===== src/rtl/step_debug_panel.sv =====
// Processor step/observe panel: debounced step key or auto-run clock enable, step counter,
// channel select and 7-segment display. Optional macro BLANK_LEADING_ZEROS_EN blanks leading-zero digits.
module step_debug_panel #(
   parameter  int DATA_W          = 16,
   parameter  int NUM_CH          = 4,
   parameter  int NUM_DIGITS      = 4,
   parameter  int DEBOUNCE_CYCLES = 16,
   parameter  int AUTO_DIV        = 8,
   localparam int CH_SEL_W        = $clog2(NUM_CH)
) (
   input  logic                         Clock,
   input  logic                         Reset,
   input  logic                         KeyStep_n,
   input  logic                         KeySel_n,
   input  logic                         AutoRun,
   input  logic [NUM_CH*DATA_W-1:0]     ChData,
   output logic                         StepEn,
   output logic [15:0]                  StepCount,
   output logic [CH_SEL_W-1:0]          ChSel,
   output logic [NUM_DIGITS*7-1:0]      HexOut
);
   localparam int DB_W   = (DEBOUNCE_CYCLES > 1) ? $clog2(DEBOUNCE_CYCLES) : 1;
   localparam int DIV_W  = $clog2(AUTO_DIV);
   localparam int WIDE_W = (NUM_DIGITS * 4 > DATA_W) ? NUM_DIGITS * 4 : DATA_W;
   localparam logic [6:0] BLANK = 7'b1111111;
`ifdef BLANK_LEADING_ZEROS_EN
   localparam bit BLANK_LZ = 1'b1;
`else
   localparam bit BLANK_LZ = 1'b0;
`endif

   function automatic logic [6:0] glyph(input logic [3:0] nib);
      case (nib)
         4'h0: glyph = 7'b1000000;
         4'h1: glyph = 7'b1111001;
         4'h2: glyph = 7'b0100100;
         4'h3: glyph = 7'b0110000;
         4'h4: glyph = 7'b0011001;
         4'h5: glyph = 7'b0010010;
         4'h6: glyph = 7'b0000010;
         4'h7: glyph = 7'b1111000;
         4'h8: glyph = 7'b0000000;
         4'h9: glyph = 7'b0010000;
         4'hA: glyph = 7'b0001000;
         4'hB: glyph = 7'b0000011;
         4'hC: glyph = 7'b1000110;
         4'hD: glyph = 7'b0100001;
         4'hE: glyph = 7'b0000110;
         4'hF: glyph = 7'b0001110;
         default: glyph = BLANK;
      endcase
   endfunction

   // Index 0 is the step key, index 1 the select key.
   logic [1:0]            key_s1_q, key_s2_q, db_q, db_d, arm_q, arm_d, press_s, valid_q;
   logic [DB_W-1:0]       cnt_q [2];
   logic [DB_W-1:0]       cnt_d [2];
   logic                  auto_s1_q, auto_s2_q, auto_prev_q, auto_chg_s;
   logic [DIV_W-1:0]      div_q, div_d;
   logic                  step_q, step_d;
   logic [15:0]           count_q;
   logic [CH_SEL_W-1:0]   sel_q, sel_d;
   logic [DATA_W-1:0]     chan_s;
   logic [WIDE_W-1:0]     wide_s;
   logic [NUM_DIGITS*7-1:0] hex_q, hex_d;

   // A key is armed only after a genuine released sample, so a key held through reset is ignored.
   always_comb begin
      db_d    = db_q;
      arm_d   = arm_q;
      press_s = 2'b00;
      for (int k = 0; k < 2; k++) begin
         cnt_d[k] = cnt_q[k];
         arm_d[k] = arm_q[k] | (valid_q[1] & key_s2_q[k]);
         if (key_s2_q[k] != db_q[k]) begin
            if (cnt_q[k] == DB_W'(DEBOUNCE_CYCLES - 1)) begin
               db_d[k]    = ~db_q[k];
               cnt_d[k]   = '0;
               press_s[k] = db_q[k] & arm_q[k];
            end else begin
               cnt_d[k] = cnt_q[k] + DB_W'(1);
            end
         end else begin
            cnt_d[k] = '0;
         end
      end
   end

   assign auto_chg_s = (auto_s2_q != auto_prev_q);

   always_comb begin
      div_d  = div_q;
      step_d = 1'b0;
      if (auto_chg_s) begin
         div_d = '0;
      end else if (auto_s2_q) begin
         step_d = (div_q == DIV_W'(AUTO_DIV - 1));
         div_d  = step_d ? '0 : div_q + DIV_W'(1);
      end else begin
         div_d  = '0;
         step_d = press_s[0];
      end
   end

   always_comb begin
      sel_d = sel_q;
      if (press_s[1]) begin
         sel_d = (sel_q == CH_SEL_W'(NUM_CH - 1)) ? '0 : sel_q + CH_SEL_W'(1);
      end else begin
         sel_d = sel_q;
      end
   end

   // Digits past the channel width are blank; a partial top nibble is zero-extended.
   always_comb begin
      chan_s = ChData[0 +: DATA_W];
      for (int k = 0; k < NUM_CH; k++) begin
         chan_s = (sel_q == CH_SEL_W'(k)) ? ChData[k*DATA_W +: DATA_W] : chan_s;
      end
      wide_s = WIDE_W'(chan_s);
      hex_d  = {NUM_DIGITS{BLANK}};
      for (int i = 0; i < NUM_DIGITS; i++) begin
         if (i * 4 >= DATA_W) begin
            hex_d[i*7 +: 7] = BLANK;
         end else if (BLANK_LZ && (i != 0) && ((wide_s >> (4 * i)) == '0)) begin
            hex_d[i*7 +: 7] = BLANK;
         end else begin
            hex_d[i*7 +: 7] = glyph(wide_s[i*4 +: 4]);
         end
      end
   end

   always_ff @(posedge Clock) begin
      if (Reset) begin
         key_s1_q    <= 2'b11;
         key_s2_q    <= 2'b11;
         auto_s1_q   <= 1'b0;
         auto_s2_q   <= 1'b0;
         auto_prev_q <= 1'b0;
         valid_q     <= 2'b00;
         db_q        <= 2'b11;
         arm_q       <= 2'b00;
         cnt_q[0]    <= '0;
         cnt_q[1]    <= '0;
         div_q       <= '0;
         step_q      <= 1'b0;
         count_q     <= '0;
         sel_q       <= '0;
         hex_q       <= {NUM_DIGITS{BLANK}};
      end else begin
         key_s1_q    <= {KeySel_n, KeyStep_n};
         key_s2_q    <= key_s1_q;
         auto_s1_q   <= AutoRun;
         auto_s2_q   <= auto_s1_q;
         auto_prev_q <= auto_s2_q;
         valid_q     <= {valid_q[0], 1'b1};
         db_q        <= db_d;
         arm_q       <= arm_d;
         cnt_q       <= cnt_d;
         div_q       <= div_d;
         step_q      <= step_d;
         count_q     <= count_q + {15'd0, step_q};
         sel_q       <= sel_d;
         hex_q       <= hex_d;
      end
   end

   assign StepEn    = step_q;
   assign StepCount = count_q;
   assign ChSel     = sel_q;
   assign HexOut    = hex_q;
endmodule


===== config.mk =====
export PLATFORM = sky130hd
export DESIGN_NAME = step_debug_panel
export DESIGN_NICKNAME = d
export VERILOG_FILES = /design/src/rtl/step_debug_panel.sv
export SDC_FILE = /design/constraint.sdc
export NUM_CORES = 1
export LEC_CHECK = 0
export BUFFER_PORTS_ARGS = -buffer_cell sky130_fd_sc_hd__clkbuf_2
export CAP_MARGIN = 15
export CORE_MARGIN = 4
export CORE_UTILIZATION = 56
export CTS_CLUSTER_SIZE = 25
export DETAILED_ROUTE_END_ITERATION = 16
export PLACE_DENSITY = 0.86
export RECOVER_POWER = 100
export SETUP_SLACK_MARGIN = 0.05
export SYNTH_ARGS = -nofsm -noshare
export SYNTH_HDL_FRONTEND = slang
export SYNTH_SLANG_ARGS = --single-unit

===== constraint.sdc =====
create_clock -name Clock -period 3.8 [get_ports Clock]
set_input_delay 0.38 -clock Clock [delete_from_list [all_inputs] [get_ports Clock]]
set_output_delay 0.38 -clock Clock [all_outputs]
set_load 0.01 [all_outputs]

==> results.json <==
{
  "areaGrowthSynthToFinish_pct": 18.93,
  "path_buf_inv": 3,
  "overflow": 0,
  "post_synth.cell_area_avg_um2": 9.602,
  "path_delay_family": "compound AO/OA/AOI/OAI gates",
  "dpl_cell_area_mm2": 0.004335,
  "finalHoldViolCount": 0,
  "final_core_util_pct": 69.49,
  "slowest_stage": "nand2b_1",
  "crit_top_cell": "inv_1",
  "maxCapViolCount": 0,
  "endpoint": "HexOut[3]",
  "cts_buffers": 9,
  "root_buffer": "clkbuf_8",
  "yosys.area.top_type": "dfxtp_1",
  "hold_buffers": 0,
  "max_stage_delay_ns": 0.61,
  "tightest_slew_ns": 0.9222,
  "synth_edf_count": 0,
  "outcome": "finished, final reports clean",
  "drive_above_1_share_pct": 21.65,
  "grt_pass1_wl_um": 14370,
  "antenna_found_initial": 0,
  "ant_nets": 0,
  "dpl.hpwl_um": 6640,
  "grt_max_degree": 51,
  "max_freq_mhz": 333.8,
  "hold_class": "primary input to flop",
  "routed_via_density": 5.716,
  "grt_use_total_pct": 21.52,
  "num_rows": 29,
  "cts_resized": 0,
  "period_needed_ns": 2.996,
  "worstPathCellList": "inv_1 > ha_1 > nand2b_1 > o22ai_1 > a21oi_1 > inv_1 > ha_1 > inv_1 > nor2_1 > a211oi_1 > a21oi_1",
  "vdd_ir_drop_max_mv": 0.1755,
  "placed_cells_incl_taps": 569,
  "relSlewSlack_pct": 38.52,
  "diodes": 0,
  "p_leak_nw": 1.939,
  "avgRoutedWirePerCell_um": 15.01,
  "fp.dieH_um": 90.09,
  "die_x_um": 90.09,
  "synth_top_cell_area_share_pct": 37.67,
  "yosysUniqueCellTypes": 54,
  "finalSetupViolations": 0,
  "grt_setup_unrepaired": "no",
  "ios": 116,
  "r2r-end": "HexOut[3]",
  "syn_area_mm2": 0.003774,
  "first_pass_iters": 4,
  "power_density_mw_per_mm2": 369.4,
  "synthFlopType": "dfxtp_1",
  "regToRegStartpoint": "ChSel[0]",
  "grt_pass1_vias": 3233,
  "skew_ns": 0.007529,
  "die-area_mm2": 0.008116,
  "gp_congestion": 0.9248,
  "critPathMaxFanout": 18,
  "fin_crit_sh_pct": 78.83,
  "r2r_cells": 11,
  "fin_cells": 585,
  "htree_levels": 3,
  "finalNetCount": 605,
  "finalSetupTns_ns": 0,
  "synth_fp_nets": 495,
  "start_kind": "flop",
  "start_util_pct": 58.43,
  "coreArea_mm2": 0.006459,
  "vias": 3344,
  "synth_cells": 393,
  "fillerInstances": 531,
  "cts_tree": "yes",
  "synth-seq-cells": 71,
  "cp-end-kind": "flop",
  "crit_required_ns": 4.03,
  "crit_start": "ChSel[0]",
  "drc": 0,
  "routed_wl_um": 8783,
  "seq_area_frac_synth_pct": 37.67,
  "drv_slew": 0,
  "worstSetupPathType": "flop to flop",
  "synthTopCellsByArea": "dfxtp_1 (38%), ha_1 (11%), mux2i_1 (4.8%)",
  "path_clk_slew_ns": 0.07,
  "post_cts_buffers": 0,
  "cts_buffer_depth": 2,
  "cp_num_cells": 11,
  "async_reset_ff_share_pct": 0,
  "fin_area_mm2": 0.004488,
  "yosys_warnings": 0,
  "ff2ff_setup_slack_ns": 0.80,
  "worstPathArrival_ns": 3.22,
  "hp-start": "KeySel_n",
  "port_buffers": 115,
  "drt-initial-drc-count": 142,
  "cts_sinks": 71,
  "clock_latency_ns": 0.35
}
metal layers:
metal  wire length, um  GRT usage, %  vias to the layer above
li1                  -             -                     1626
met1              3690         24.77                     1554
met2              4227         37.27                      142
met3               643         5.509                       22
met4               221         9.949                        0
met5                 0             0                        -
worst register-to-register path: stages (launching register included):
cell	delay, ns
dfxtp_1	0.43
inv_1	0.07
ha_1	0.26
nand2b_1	0.61
o22ai_1	0.19
a21oi_1	0.44
inv_1	0.17
ha_1	0.29
inv_1	0.10
nor2_1	0.05
a211oi_1	0.22
a21oi_1	0.07
cell usage after synthesis (all sizes together), types with 6 or more instances:
library cell,number
a21oi,11
a221o,9
a31oi,6
buf,13
clkbuf,6
dfxtp,71
ha,33
inv,15
mux2,8
mux2i,18
nand2,30
nand2b,9
nand3,10
nor2,35
nor2b,10
o21ai,14
o221ai,15
xnor2,8
xor2,13
cells by family (layout without fill, tap and decap cells):
kind of cell	Yosys count	count (layout)	synth area share (%)
mux	26	26	7.261
xor+xnor	21	21	4.874
fa+ha+maj	33	33	10.94
flops	71	71	37.67
buf+inv	35	150	5.106
compound gates	79	79	17.11
simple gates	128	128	17.04
sequential cells by signal, indices dropped and copies added (netlist names):
register / cells
valid_q: 2
key_s2_q: 2
key_s1_q: 2
cnt_q: 8
HexOut: 28
arm_q: 2
StepCount: 16
div_q: 3
db_q: 2
auto_s1_q: 1
auto_prev_q: 1
ChSel: 2
StepEn: 1
auto_s2_q: 1
area by class of cell:
| cell class | count | area, um2 | area share (%) |
|---|---|---|---|
| inverters | 16 | 60.06 | 1.338 |
| multi-input cells | 287 | 2152 | 47.95 |
| clock buffers | 9 | 123.9 | 2.760 |
| clock inverters | 7 | 95.09 | 2.119 |
| well taps | 77 | 96.34 | 2.147 |
| repair buffers | 118 | 539.3 | 12.02 |
| flip-flops and latches | 71 | 1421 | 31.67 |
placed cells by master (no fill, tap or decap), types with 11 or more instances in the layout:
cell type,Yosys,layout
dfxtp_1,71,71
clkbuf_2,0,68
clkbuf_1,6,47
nor2_1,33,33
ha_1,33,33
nand2_1,29,29
mux2i_1,18,18
inv_1,15,15
xor2_1,13,13
a21oi_1,9,11
o221ai_1,11,11
power by group:
group	internal, W	leakage, nW	switching [W]	total, W
registers	0.000775	0.584	0.00000994	0.000785
clock network	0.000370	0.110	0.000293	0.000664
logic	0.0000922	1.25	0.000116	0.000209
total	0.00124	1.94	0.000420	0.00166
worst min-delay path by stage:
stage / end / slack [ns] / depth (start not counted)
3_3_place_gp: key_s2_q[0] / 0.40 / 1
6_report: key_s1_q[1] / 0.22 / 2
3_5_place_dp: key_s2_q[0] / 0.40 / 1
4_1_cts: key_s1_q[1] / 0.20 / 2
5_1_grt: key_s1_q[1] / 0.21 / 2
2_1_floorplan: key_s2_q[0] / 0.39 / 1
metrics by stage:
stage,hold slack [ns],power [W],setup slack [ns]
finish,0.2226,0.001658,0.8044
global route,0.2112,0.001725,0.5806
CTS,0.2050,0.001675,0.8682
detailed placement,0.3991,0.001017,0.8850
global placement,0.3993,0.001012,1.100
floorplan,0.3895,0.0009325,1.466
(Power assumes the default switching activity.)
